[src/rtl/switch_box_config_loader_pkg.sv]
// Shared types and constants for the switch box configuration loader.
// Holds the loader state encoding, the CRC-8 polynomial and the beat-count helper.
package sb_cfg_pkg;

  typedef enum logic [1:0] {
    IDLE   = 2'd0,
    LOAD   = 2'd1,
    COMMIT = 2'd2
  } sb_cfg_state_e;

  localparam logic [7:0] SB_CFG_CRC_POLY = 8'h07;

  // Payload beats needed to cover the config word; the last beat may carry pad bits.
  function automatic int sb_cfg_nbeats(input int conf_width, input int in_width);
    return (conf_width + in_width - 1) / in_width;
  endfunction

endpackage

[src/rtl/switch_box_config_loader_if.sv]
// Beat stream in, config word out: the loader is the slave, the fabric
// configuration controller (or a bench) is the master.
interface switch_box_config_loader_if #(
  parameter int CONF_WIDTH = 48,
  parameter int IN_WIDTH   = 8
);
  logic [IN_WIDTH-1:0]   in_data;
  logic                  in_valid;
  logic                  in_ready;
  logic                  abort;
  logic [CONF_WIDTH-1:0] c;
  logic                  cset;
  logic                  busy;
  logic                  err;

  modport master (
    output in_data, in_valid, abort,
    input  in_ready, c, cset, busy, err
  );

  modport slave (
    input  in_data, in_valid, abort,
    output in_ready, c, cset, busy, err
  );
endinterface

[src/rtl/switch_box_config_loader_crc8.sv]
// Registered CRC-8 (MSB-first, init 0x00) over one byte per enabled cycle.
// Only instantiated by the loader when SB_CFG_LOADER_CRC_EN is defined.
module sb_cfg_crc8
  import sb_cfg_pkg::*;
(
  input  logic       clk,
  input  logic       rst,
  input  logic       clr,
  input  logic       en,
  input  logic [7:0] data,
  output logic [7:0] crc
);

  logic [7:0] crc_q;
  logic [7:0] crc_d;

  function automatic logic [7:0] crc8_update(input logic [7:0] crc_in, input logic [7:0] din);
    logic [7:0] r;
    r = crc_in ^ din;
    for (int i = 0; i < 8; i++) begin
      r = r[7] ? ((r << 1) ^ SB_CFG_CRC_POLY) : (r << 1);
    end
    return r;
  endfunction

  always_comb begin
    crc_d = crc_q;
    if (clr) begin
      crc_d = '0;
    end else if (en) begin
      crc_d = crc8_update(crc_q, data);
    end
  end

  always_ff @(posedge clk) begin
    if (rst) begin
      crc_q <= '0;
    end else begin
      crc_q <= crc_d;
    end
  end

  assign crc = crc_q;

endmodule

[src/rtl/switch_box_config_loader.sv]
// Serial-to-parallel writer for the switch box config port: packs beats LSB-first
// into c and fires a one-cycle cset. Define SB_CFG_LOADER_CRC_EN for a CRC-8 trailer.
module switch_box_config_loader
  import sb_cfg_pkg::*;
#(
  parameter int W          = 8,
  parameter int CONF_WIDTH = 6 * W,
  parameter int IN_WIDTH   = 8
) (
  input logic                      clk,
  input logic                      rst,
  switch_box_config_loader_if.slave bus
);

  localparam int NBEATS = sb_cfg_nbeats(CONF_WIDTH, IN_WIDTH);
  localparam int CW     = $clog2(NBEATS + 1);
  localparam int PADW   = NBEATS * IN_WIDTH;

  sb_cfg_state_e         state_q, state_d;
  logic [CW-1:0]         cnt_q, cnt_d;
  logic [CONF_WIDTH-1:0] c_q, c_d;
  logic                  cset_q, cset_d;
  logic [PADW-1:0]       c_pad;
  logic                  in_ready;
  logic                  accept;
  logic                  payload_beat;

  assign in_ready = ((state_q == IDLE) || (state_q == LOAD)) && !bus.abort && !rst;
  assign accept   = bus.in_valid && in_ready;

`ifdef SB_CFG_LOADER_CRC_EN
  logic       trailer_beat;
  logic       crc_ok;
  logic       err_q, err_d;
  logic [7:0] crc_val;

  if (IN_WIDTH != 8) begin : g_crc_width_check
    $error("SB_CFG_LOADER_CRC_EN requires IN_WIDTH == 8");
  end

  // Beats past the payload count are the CRC trailer.
  assign payload_beat = accept && (cnt_q < CW'(NBEATS));
  assign trailer_beat = accept && (cnt_q == CW'(NBEATS));
  assign crc_ok       = (bus.in_data == crc_val);

  sb_cfg_crc8 u_crc (
    .clk  (clk),
    .rst  (rst),
    .clr  (bus.abort || trailer_beat),
    .en   (payload_beat),
    .data (bus.in_data),
    .crc  (crc_val)
  );
`else
  assign payload_beat = accept;
`endif

  always_comb begin
    state_d = state_q;
    cnt_d   = cnt_q;
`ifdef SB_CFG_LOADER_CRC_EN
    err_d   = 1'b0;
`endif

    // Bits beyond CONF_WIDTH in the final beat fall into the pad and are dropped.
    c_pad                   = '0;
    c_pad[CONF_WIDTH-1:0]   = c_q;
    if (payload_beat) begin
      for (int k = 0; k < NBEATS; k++) begin
        if (cnt_q == CW'(k)) begin
          c_pad[k*IN_WIDTH +: IN_WIDTH] = bus.in_data;
        end
      end
    end
    c_d = c_pad[CONF_WIDTH-1:0];

    case (state_q)
      IDLE, LOAD: begin
        if (payload_beat) begin
`ifdef SB_CFG_LOADER_CRC_EN
          cnt_d   = cnt_q + CW'(1);
          state_d = LOAD;
        end else if (trailer_beat) begin
          cnt_d = '0;
          if (crc_ok) begin
            state_d = COMMIT;
          end else begin
            state_d = IDLE;
            err_d   = 1'b1;
          end
`else
          if (cnt_q == CW'(NBEATS - 1)) begin
            cnt_d   = '0;
            state_d = COMMIT;
          end else begin
            cnt_d   = cnt_q + CW'(1);
            state_d = LOAD;
          end
`endif
        end
      end
      COMMIT:  state_d = IDLE;
      default: state_d = IDLE;
    endcase

    if (bus.abort) begin
      state_d = IDLE;
      cnt_d   = '0;
    end

    cset_d = (state_d == COMMIT);
  end

  always_ff @(posedge clk) begin
    if (rst) begin
      state_q <= IDLE;
      cnt_q   <= '0;
      c_q     <= '0;
      cset_q  <= 1'b0;
`ifdef SB_CFG_LOADER_CRC_EN
      err_q   <= 1'b0;
`endif
    end else begin
      state_q <= state_d;
      cnt_q   <= cnt_d;
      c_q     <= c_d;
      cset_q  <= cset_d;
`ifdef SB_CFG_LOADER_CRC_EN
      err_q   <= err_d;
`endif
    end
  end

  assign bus.in_ready = in_ready;
  assign bus.c        = c_q;
  assign bus.cset     = cset_q;
  assign bus.busy     = (state_q != IDLE);
`ifdef SB_CFG_LOADER_CRC_EN
  assign bus.err      = err_q;
`else
  assign bus.err      = 1'b0;
`endif

endmodule

[src/flat_wrapper.sv]
// flat-port wrapper written by rule: the top's interface ports become plain ports
module switch_box_config_loader_flat import sb_cfg_pkg::*;
#(
  parameter int W          = 8,
  parameter int CONF_WIDTH = 6 * W,
  parameter int IN_WIDTH   = 8
)
  (clk, rst, bus_in_data, bus_in_valid, bus_abort, bus_in_ready, bus_c, bus_cset, bus_busy, bus_err);
  switch_box_config_loader_if #(.CONF_WIDTH(CONF_WIDTH), .IN_WIDTH(IN_WIDTH)) bus_i ();
  input logic clk;
  input logic rst;
  input wire logic [$bits(bus_i.in_data)-1:0] bus_in_data;
  input wire logic [$bits(bus_i.in_valid)-1:0] bus_in_valid;
  input wire logic [$bits(bus_i.abort)-1:0] bus_abort;
  output wire logic [$bits(bus_i.in_ready)-1:0] bus_in_ready;
  output wire logic [$bits(bus_i.c)-1:0] bus_c;
  output wire logic [$bits(bus_i.cset)-1:0] bus_cset;
  output wire logic [$bits(bus_i.busy)-1:0] bus_busy;
  output wire logic [$bits(bus_i.err)-1:0] bus_err;
  assign bus_i.in_data = bus_in_data;
  assign bus_i.in_valid = bus_in_valid;
  assign bus_i.abort = bus_abort;
  assign bus_in_ready = bus_i.in_ready;
  assign bus_c = bus_i.c;
  assign bus_cset = bus_i.cset;
  assign bus_busy = bus_i.busy;
  assign bus_err = bus_i.err;
  switch_box_config_loader #(.W(W), .CONF_WIDTH(CONF_WIDTH), .IN_WIDTH(IN_WIDTH)) u_core (.clk(clk), .rst(rst), .bus(bus_i));
endmodule
[config.mk]
export PLATFORM = sky130hd
export DESIGN_NAME = switch_box_config_loader_flat
export DESIGN_NICKNAME = d
export VERILOG_FILES = /design/src/rtl/switch_box_config_loader_pkg.sv /design/src/rtl/switch_box_config_loader_if.sv /design/src/rtl/switch_box_config_loader_crc8.sv /design/src/rtl/switch_box_config_loader.sv /design/src/flat_wrapper.sv
export SDC_FILE = /design/constraint.sdc
export NUM_CORES = 1
export LEC_CHECK = 0
export CAP_MARGIN = 10
export CELL_PAD_IN_SITES_DETAIL_PLACEMENT = 0
export CELL_PAD_IN_SITES_GLOBAL_PLACEMENT = 1
export CORE_MARGIN = 2
export CORE_UTILIZATION = 36
export CTS_CLUSTER_SIZE = 16
export DETAILED_ROUTE_END_ITERATION = 12
export PLACE_DENSITY_LB_ADDON = 0.12
export SLEW_MARGIN = 5
export SYNTH_ARGS = -nofsm -noshare
export SYNTH_HDL_FRONTEND = slang
export SYNTH_SLANG_ARGS = --single-unit
[constraint.sdc]
create_clock -name clk -period 4.8 [get_ports clk]
set_input_delay 0.48 -clock clk [delete_from_list [all_inputs] [get_ports clk]]
set_output_delay 0.48 -clock clk [all_outputs]
set_load 0.05 [all_outputs]
==> After elaboration in Yosys (flattened, before gate mapping) <==
Index checks and enable logic that the tools add are counted.
{ "op_classes": {"add_sub_neg": 1, "n_eq_ne": 7, "n_mux": 5, "n_reduce_logical": 18} }
{ "ops": {"columns": ["cell", "count"], "rows": [
  ["2-bit AND reduction", 7],
  ["2-bit 2-to-1 mux", 4],
  ["3-bit by 2-bit == test with 1-bit output (second input constant)", 2],
  ["3-bit == test (second input constant)", 2],
  ["2-bit OR reduction", 2],
  ["3-bit by 1-bit adder with 3-bit output (second input constant)", 1],
  ["3-bit by 1-bit == test with 1-bit output (second input constant)", 1],
  ["1-bit logical AND", 3],
  ["3-bit zero test", 1],
  ["3-bit 2-to-1 mux", 1],
  ["2-bit by 1-bit == test with 1-bit output (second input constant)", 1],
  ["2-bit == test (second input constant)", 1],
  ["1-bit zero test", 2],
  ["2-bit zero test", 1],
  ["2-bit nonzero test", 1],
  ["1-bit logical OR", 1]
]} }
{ "totals": {"reg_bits": 54, "inputBits": 12, "output_inout_bits": 52} }

==> Logic depth before layout (Yosys ltp) <==
Gate-level depths: netlist of the first run.
{ "logic_depth": {"depth_word": 9, "ltp_mapped": 7} }

==> Least setup slack after synthesis of the first run <==
Ideal clock, no wire load.
{ "synth_timing": {"path_type": "input to output", "start": "input port rst", "end": "output port bus_in_ready", "t_arrival_ns": 2.103, "required_time_ns": 4.320, "path_slack_ns": 2.217, "cell_stages": 2, "cell_sequence": "clkbuf_1 > nor3_1"} }
{ "synth_via": {"elab_chain_len": 2} }
{ "synth_rtl": {"columns": ["item", "line_no", "source"], "rows": [
  ["start, declared", "flat_wrapper.sv:11", "input logic rst;"],
  ["1-bit zero test", "switch_box_config_loader.sv:28", "assign in_ready = ((state_q == IDLE) || (state_q == LOAD)) && !bus.abort && !rst;"],
  ["1-bit logical AND", "switch_box_config_loader.sv:28", null],
  ["end, declared", "flat_wrapper.sv:15", "output wire logic [$bits(bus_i.in_ready)-1:0] bus_in_ready;"]
]} }
No other way between the ends.

==> Worst setup path after layout of the first run <==
Same ends and word-level chain as after synthesis.

==> metrics.cfg, run 1 <==
[outcome]
status=finished clean

[critical_path]
end_kind=output pin
start_kind=primary input
path_class=in2out
worstPathRequired_ns=4.32
cp.arrival_ns=2.79
path_max_fanout=32

[flow_run]
cap_violations=0

[yosys]
synth_edf_count=0
syn_avg_cell_area_um2=8.70
syn_nets=260
syn_area_um2=2150
ys_seq_elements=54
syn_inst=247
async_flop_share_pct=0
yosys_warnings=0
ys.flop_type=dfxtp_1
synth_cell_types=34
ys_seq_area_share_pct=50.3

[place]
place.port_buffers=62
preCtsSetupSlack_ns=1.54
place_congestion=0.746
dp.final_hpwl_um=3670
dp_cells=362

[floorplanning]
fp.dieH_um=81.3
ios=64
core_area_um2=5850
fp.dieArea_um2=6600
placementRows=28
start_util_pct=36.7
dieWidth_um=81.3

[timing]
worst_slack_ns=1.53
rsz0062_at_grt=no
drv_slew=0
max_freq_mhz=306
setup-tns-final_ns=0
maxSlewHeadroom_pct=28.2
min_period_ns=3.27
max_slew.worst_pin.slew_ns=1.07
fin_skew_ns=0.00621
finalSetupViolCount=0
period_share_pct=68.1
hold_viol_final=0
holdWs_ns=0.467

[pwr]
cellPowerDensity_nw_per_um2=272
p_switching_uw=195
p_leak_uw=0.00102
p_int_uw=587
pwr-share-clk_pct=33.5
p_seq_share_pct=57.9
swShare_pct=24.9
ir_worst_vdd_uv=144
power_frac_comb_pct=8.6

[cts]
tritoncts=built
cts_buffers=5
clock_latency_ns=0.30
post-cts-setup-buffers=0
h-tree-depth=2
cts.sinks=54
cts_root_buf=clkbuf_8
clock_path_buffers=2
cts.repair.resized=0
hold_buffers=0
clk_pin_slew_worst_paths_ns=0.10

[drt]
ant_nets=0
vias=1933
drc=0
wl_per_cell_um=15.4
drt-initial-drc-count=71
vias_per_cell=5.22
dr.pass1.iters=4
wl_um=5690

[final_layout]
utilization_pct=49.1
fillers=595
diodes=0
fin_nets=307
drive_gt1_share_pct=5.08
syn2layout_area_growth_pct=33.5
stdcell_count=370

[grt]
grt_pass1_wl_um=9070
top_usage_layer=met1
grt_pass1_vias=1766
grt_usage_pct=18.1
antenna_found_initial=0
grt_overflow=0
use_met3_pct=4.11
grt_use_met1_pct=26.8
globalRouteMet2Util_pct=26.6
grt_max_degree=33

[hold_path]
hp-class=reg2reg

[state kept, by name, indices dropped and copies added (netlist names)]
register / count
u_core.bus.c: 48
u_core.state_q: 2
u_core.bus.cset: 1
u_core.cnt_q: 3
[layout by cell type (no fill, tap or decap), types with 2 or more instances in the layout]
cell,count
nor2_1,4
or4b_1,2
a21oi_1,24
nand2_1,26
o211ai_1,16
inv_1,2
o21ai_0,24
nor3_1,2
clkdlybuf4s50_1,62
or2_2,2
buf_4,2
dfxtp_1,54
mux2i_1,8
o21ai_1,8
nor3b_1,2
clkbuf_8,6
nand3_1,33
or3b_2,2
[final cells by class]
cell class | instances | area, um2 | share of cell area, %
flip-flops and latches | 54 | 1080 | 37.7
multi-input cells | 167 | 957 | 33.3
repair buffers | 64 | 636 | 22.1
well taps | 75 | 93.8 | 3.27
clock buffers | 6 | 82.6 | 2.88
clock inverters | 2 | 12.5 | 0.436
inverters | 2 | 7.51 | 0.262
[worst max-delay path: stages]
cell and delay [ns]:
clkdlybuf4s50_1 0.40, buf_4 0.24, nor3_1 0.70, clkdlybuf4s50_1 0.95
[synthesized netlist by cell type (2+ instances only)]
cell       n  area [um2]
inv_1      2        7.51
nor3b_1    2        15.0
a21oi_1   24         120
nand3_1   33         165
or3b_2     2        17.5
mux2i_1    8        80.1
nand2_1   26        97.6
or2_2      2        12.5
or4b_1     2        20.0
o211ai_1  16         120
o21ai_0   24         120
buf_2      3        15.0
clkbuf_1  16        60.1
nor3_1     2        10.0
dfxtp_1   54        1080
o21ai_1    8        40.0
buf_6      2        22.5
buf_1      2        7.51
nor2_1     4        15.0
[layer usage]
| layer | routed length [um] | up-vias | share of wire, % |
|---|---|---|---|
| met5 | 0 | - | 0 |
| met4 | 27 | 0 | 0.47 |
| met3 | 289 | 2 | 5.1 |
| met2 | 2530 | 54 | 45 |
| met1 | 2840 | 904 | 50 |
| li1 | - | 973 | - |
[worst paths after layout]
check,slack [ns],end,cells after the start,startpoint
worst max-delay path,1.53,bus_in_ready,4,rst
worst min register to register,0.47,u_core.bus.c[39]$_SDFFE_PP0P_,2,u_core.bus.c[39]$_SDFFE_PP0P_
worst min-delay path,0.47,u_core.bus.c[39]$_SDFFE_PP0P_,2,u_core.bus.c[39]$_SDFFE_PP0P_
worst max register to register,2.87,u_core.bus.c[38]$_SDFFE_PP0P_,3,u_core.state_q[1]$_SDFF_PP0_
[per-stage QoR]
step                      total power (uW)  instance area (um2)
after global routing                   820                 2870
after detailed placement               531                 2780
final                                  782                 2870
after global placement                 531                 2780
after floorplan                        501                 2150
after CTS                              793                 2870
[cell families after synthesis]
family          count (synthesis)  share of synthesized area (%)
mux                             8                           3.73
fa+ha+maj                       1                          0.582
flops                          54                           50.3
buf+inv                        26                           5.59
other cells                     1                          0.174
compound gates                 75                           19.8
simple gates                   81                           19.4
xor+xnor                        1                          0.408
[power groups by stage]
stage	Clock [uW]	Sequential [uW]	Combinational (uW)
floorplan	0	470	30.9
global placement	0	463	67.7
detailed placement	0	463	67.7
CTS	272	453	67.7
global route	295	453	72.3
finish	262	453	67.6
(Power assumes the default switching activity.)
==> run 2: changes to the inputs <==
- CORE_UTILIZATION: 36 -> 31
- clock period: 4.8 -> 3 ns (I/O delays scaled with it)
==> metrics.cfg, run 2 (same netlist as run 1, synthesis figures left out) <==
[drt]
wl_per_cell_um=16.2
drt-initial-drc-count=76
vias_per_cell=5.21
wl_um=6130
ant_nets=0
dr.pass1.iters=4
vias=1965
drc=0

[timing]
fin_skew_ns=0.00478
setup-tns-final_ns=0
max_slew.worst_pin.slew_ns=1.17
hold_viol_final=0
worst_slack_ns=0.670
maxSlewHeadroom_pct=21.4
finalSetupViolCount=0
min_period_ns=2.33
rsz0062_at_grt=no
drv_slew=0
max_freq_mhz=429
period_share_pct=77.7

[grt]
grt_max_degree=33
grt_pass1_vias=1765
grt_usage_pct=16.3
antenna_found_initial=0
grt_overflow=0
grt_pass1_wl_um=9480

[cts]
cts.repair.resized=0
h-tree-depth=2
clk_pin_slew_worst_paths_ns=0.10
clock_latency_ns=0.31
cts_root_buf=clkbuf_8
clock_path_buffers=2
hold_buffers=0
post-cts-setup-buffers=0
cts_buffers=5
cts.sinks=54
tritoncts=built

[place]
place_congestion=0.737
place.port_buffers=62
preCtsSetupSlack_ns=0.657
dp_cells=369
dp.final_hpwl_um=3940
placed_area_um2=2810

[floorplanning]
fp.dieH_um=87.3
placementRows=30
start_util_pct=31.8
core_area_um2=6760
ios=64
fp.dieArea_um2=7620
dieWidth_um=87.3

[final_layout]
largest_reg_flops=48
stdcell_count=377
syn2layout_area_growth_pct=35.8
finalInstanceArea_um2=2920
drive_gt1_share_pct=6.06
final_cell_mix=61 x clkdlybuf4s50_1, 54 x dfxtp_1, 33 x nand3_1, 26 x nand2_1
final_common_cell=clkdlybuf4s50_1
diodes=0
fin_nets=309

[critical_path]
end_kind=output pin
start_kind=primary input
cp.arrival_ns=2.03
path_max_fanout=9
worstPathRequired_ns=2.70
path_class=in2out

[pwr]
cellPowerDensity_nw_per_um2=457
p_leak_uw=0.00104
ir_worst_vdd_uv=284

[hold_path]
hp-class=reg2reg

[flow_run]
cap_violations=0

[outcome]
status=finished clean

## run 2: path summary, 6_finish.rpt
path              slack [ns]                             to                     startpoint  cells past startpoint
setup / recovery        0.67                   bus_in_ready                      bus_abort                      3
hold / removal          0.46  u_core.bus.c[39]$_SDFFE_PP0P_  u_core.bus.c[39]$_SDFFE_PP0P_                      2
setup reg to reg        1.08   u_core.bus.c[5]$_SDFFE_PP0P_   u_core.cnt_q[0]$_SDFFE_PP0P_                      3
hold reg to reg         0.46  u_core.bus.c[39]$_SDFFE_PP0P_  u_core.bus.c[39]$_SDFFE_PP0P_                      2
## run 2: layout make-up
class                           instances  area (um2)
Fill cell                             692        3840
Sequential cell                        54        1080
Multi-Input combinational cell        167         957
Timing Repair Buffer                   66         661
Tap cell                               80         100
Clock buffer                            5        68.8
Clock inverter                          3        43.8
Inverter                                2        7.51
## run 2: metal layers
metal	part of all wire, %	wire (um)	global-route usage (%)
met3	6.2	381	3.70
met4	0.85	52	3.78
met2	44	2700	22.9
met5	0	0	0
met1	49	3000	25.0
## run 2: report_power, final
group | leakage (uW) | switching (uW) | total (uW) | internal [uW]
clock network | 0.0000585 | 247 | 497 | 251
registers | 0.000435 | 3.48 | 725 | 721
logic | 0.000550 | 78.4 | 113 | 34.9
## run 2: worst max-delay path, cell delays in order
cell and delay, ns:
clkdlybuf4s50_1 0.52, nor3_1 0.98, buf_12 0.23
## run 2: per-stage QoR
| step | total power [uW] | hold slack, ns | utilization, % |
|---|---|---|---|
| after floorplan | 802 | 0.377 | - |
| after global placement | 856 | 0.448 | 41.5 |
| after detailed placement | 856 | 0.453 | 41.5 |
| after CTS | 1360 | 0.468 | 43.2 |
| after global routing | 1390 | 0.483 | 43.2 |
| final | 1340 | 0.462 | 43.2 |
==> run 3: changes to the inputs <==
- CORE_UTILIZATION: 31 -> 34
- clock period: 3 -> 2.3 ns (I/O delays scaled with it)
==> metrics.cfg, run 3 (same netlist as run 1, synthesis figures left out) <==
[timing]
holdWs_ns=0.464
period_share_pct=85.2
fin_skew_ns=0.00968
worst_slack_ns=0.340
maxSlewHeadroom_pct=60.2
rsz0062_at_grt=no
max_slew.worst_pin.slew_ns=0.595
drv_slew=0
finalSetupViolCount=0
max_freq_mhz=510
hold_viol_final=0
setup-tns-final_ns=0
min_period_ns=1.96

[pwr]
p_switching_uw=421
p_seq_share_pct=54.5
cellPowerDensity_nw_per_um2=586
p_int_uw=1310
ir_worst_vdd_uv=267
swShare_pct=24.2
power_frac_comb_pct=9.0
pwr-share-clk_pct=36.5
p_total_uw=1730
p_leak_uw=0.00108

[critical_path]
cp_num_buf_inv=1
worstPathRequired_ns=2.07
cp.arrival_ns=1.73
end_kind=output pin
path_cells=or2_2 > clkdlybuf4s50_1
cpLargestDelayFamily=buffers and inverters
start_kind=flop
cp_slowest_cell=clkdlybuf4s50_1
slowest_delay_ns=0.79
path_max_fanout=5
path_class=reg2out

[drt]
vias=1960
drc=0
met3WireLength_um=350
ant_nets=0
highest_layer=met4
wl_um=6110
drt-initial-drc-count=126
met1_length_um=2880
dr.pass1.iters=4
wl_met2_um=2720
vias_per_cell=5.17
wl_per_cell_um=16.1

[cts]
tritoncts=built
cts.sinks=54
clk_pin_slew_worst_paths_ns=0.10
clock_path_buffers=2
cts_root_buf=clkbuf_8
post-cts-setup-buffers=0
clock_latency_ns=0.31
cts.repair.resized=0
h-tree-depth=2
cts_buffers=5
hold_buffers=0

[final_layout]
syn2layout_area_growth_pct=37.8
final_cell_mix=61 x clkdlybuf4s50_1, 54 x dfxtp_1, 33 x nand3_1, 26 x nand2_1
final_common_cell=clkdlybuf4s50_1
drive_gt1_share_pct=8.22
fin_nets=316
diodes=0
largest_reg_flops=48
stdcell_count=379

[floorplanning]
fp.dieH_um=83.5
placementRows=28
ios=64
start_util_pct=35.7
dieWidth_um=83.5
fp.dieArea_um2=6970
core_area_um2=6030

[place]
dp.final_hpwl_um=3950
place.port_buffers=62
preCtsSetupSlack_ns=0.232
place_congestion=0.769
dp_cells=371

[grt]
grt_overflow=0
antenna_found_initial=0
grt_pass1_vias=1881
grt_max_degree=33
grt_usage_pct=17.5
grt_pass1_wl_um=9700

[hold_path]
hp-class=reg2reg

[flow_run]
cap_violations=0

[outcome]
status=finished clean

run 3: cell types whose count changed in the layout (fill, tap and decap cells not counted), sizes merged:
| cell | previous run | this run |
|---|---|---|
| inv | 3 | 2 |
| buf | 5 | 12 |
| clkinv | 1 | 2 |
run 3: metal layers:
| metal | up-vias | track usage [%] |
|---|---|---|
| li1 | 985 | - |
| met1 | 904 | 25.3 |
| met2 | 58 | 25.4 |
| met3 | 13 | 3.86 |
| met4 | 0 | 6.60 |
| met5 | - | 0 |
run 3: final timing paths:
kind	depth (start not counted)	slack (ns)	end	start
worst max-delay path	2	0.34	bus_busy	u_core.state_q[1]$_SDFF_PP0_
worst min-delay path	2	0.46	u_core.bus.c[32]$_SDFFE_PP0P_	u_core.bus.c[32]$_SDFFE_PP0P_
worst max register to register	3	0.55	u_core.bus.c[37]$_SDFFE_PP0P_	u_core.state_q[1]$_SDFF_PP0_
worst min register to register	2	0.46	u_core.bus.c[32]$_SDFFE_PP0P_	u_core.bus.c[32]$_SDFFE_PP0P_
run 3: power by group through the flow:
| stage | logic, uW | clock network [uW] | registers [uW] |
|---|---|---|---|
| finish | 156 | 633 | 945 |
| detailed placement | 157 | 0 | 967 |
| global route | 165 | 680 | 946 |
| CTS | 158 | 649 | 945 |
| global placement | 157 | 0 | 966 |
| floorplan | 64.5 | 0 | 982 |
run 3: final cells by class:
cell class,count,area [um2]
multi-input cells,167,957
repair buffers,73,713
clock inverters,3,40.0
fillers,587,3060
inverters,2,7.51
clock buffers,5,68.8
flip-flops and latches,54,1080
well taps,75,93.8
run 3: worst register-to-register path, stage by stage (launching register included):
cell and delay (ns):
dfxtp_1 0.39, or2_2 0.32, or4_1 0.72, mux2i_1 0.20
run 3: stage by stage:
| step | cell area [um2] | utilization [%] |
|---|---|---|
| after floorplan | 2150 | - |
| after global placement | 2850 | 47.3 |
| after detailed placement | 2850 | 47.3 |
| after CTS | 2960 | 49.1 |
| after global routing | 2960 | 49.1 |
| final | 2960 | 49.1 |
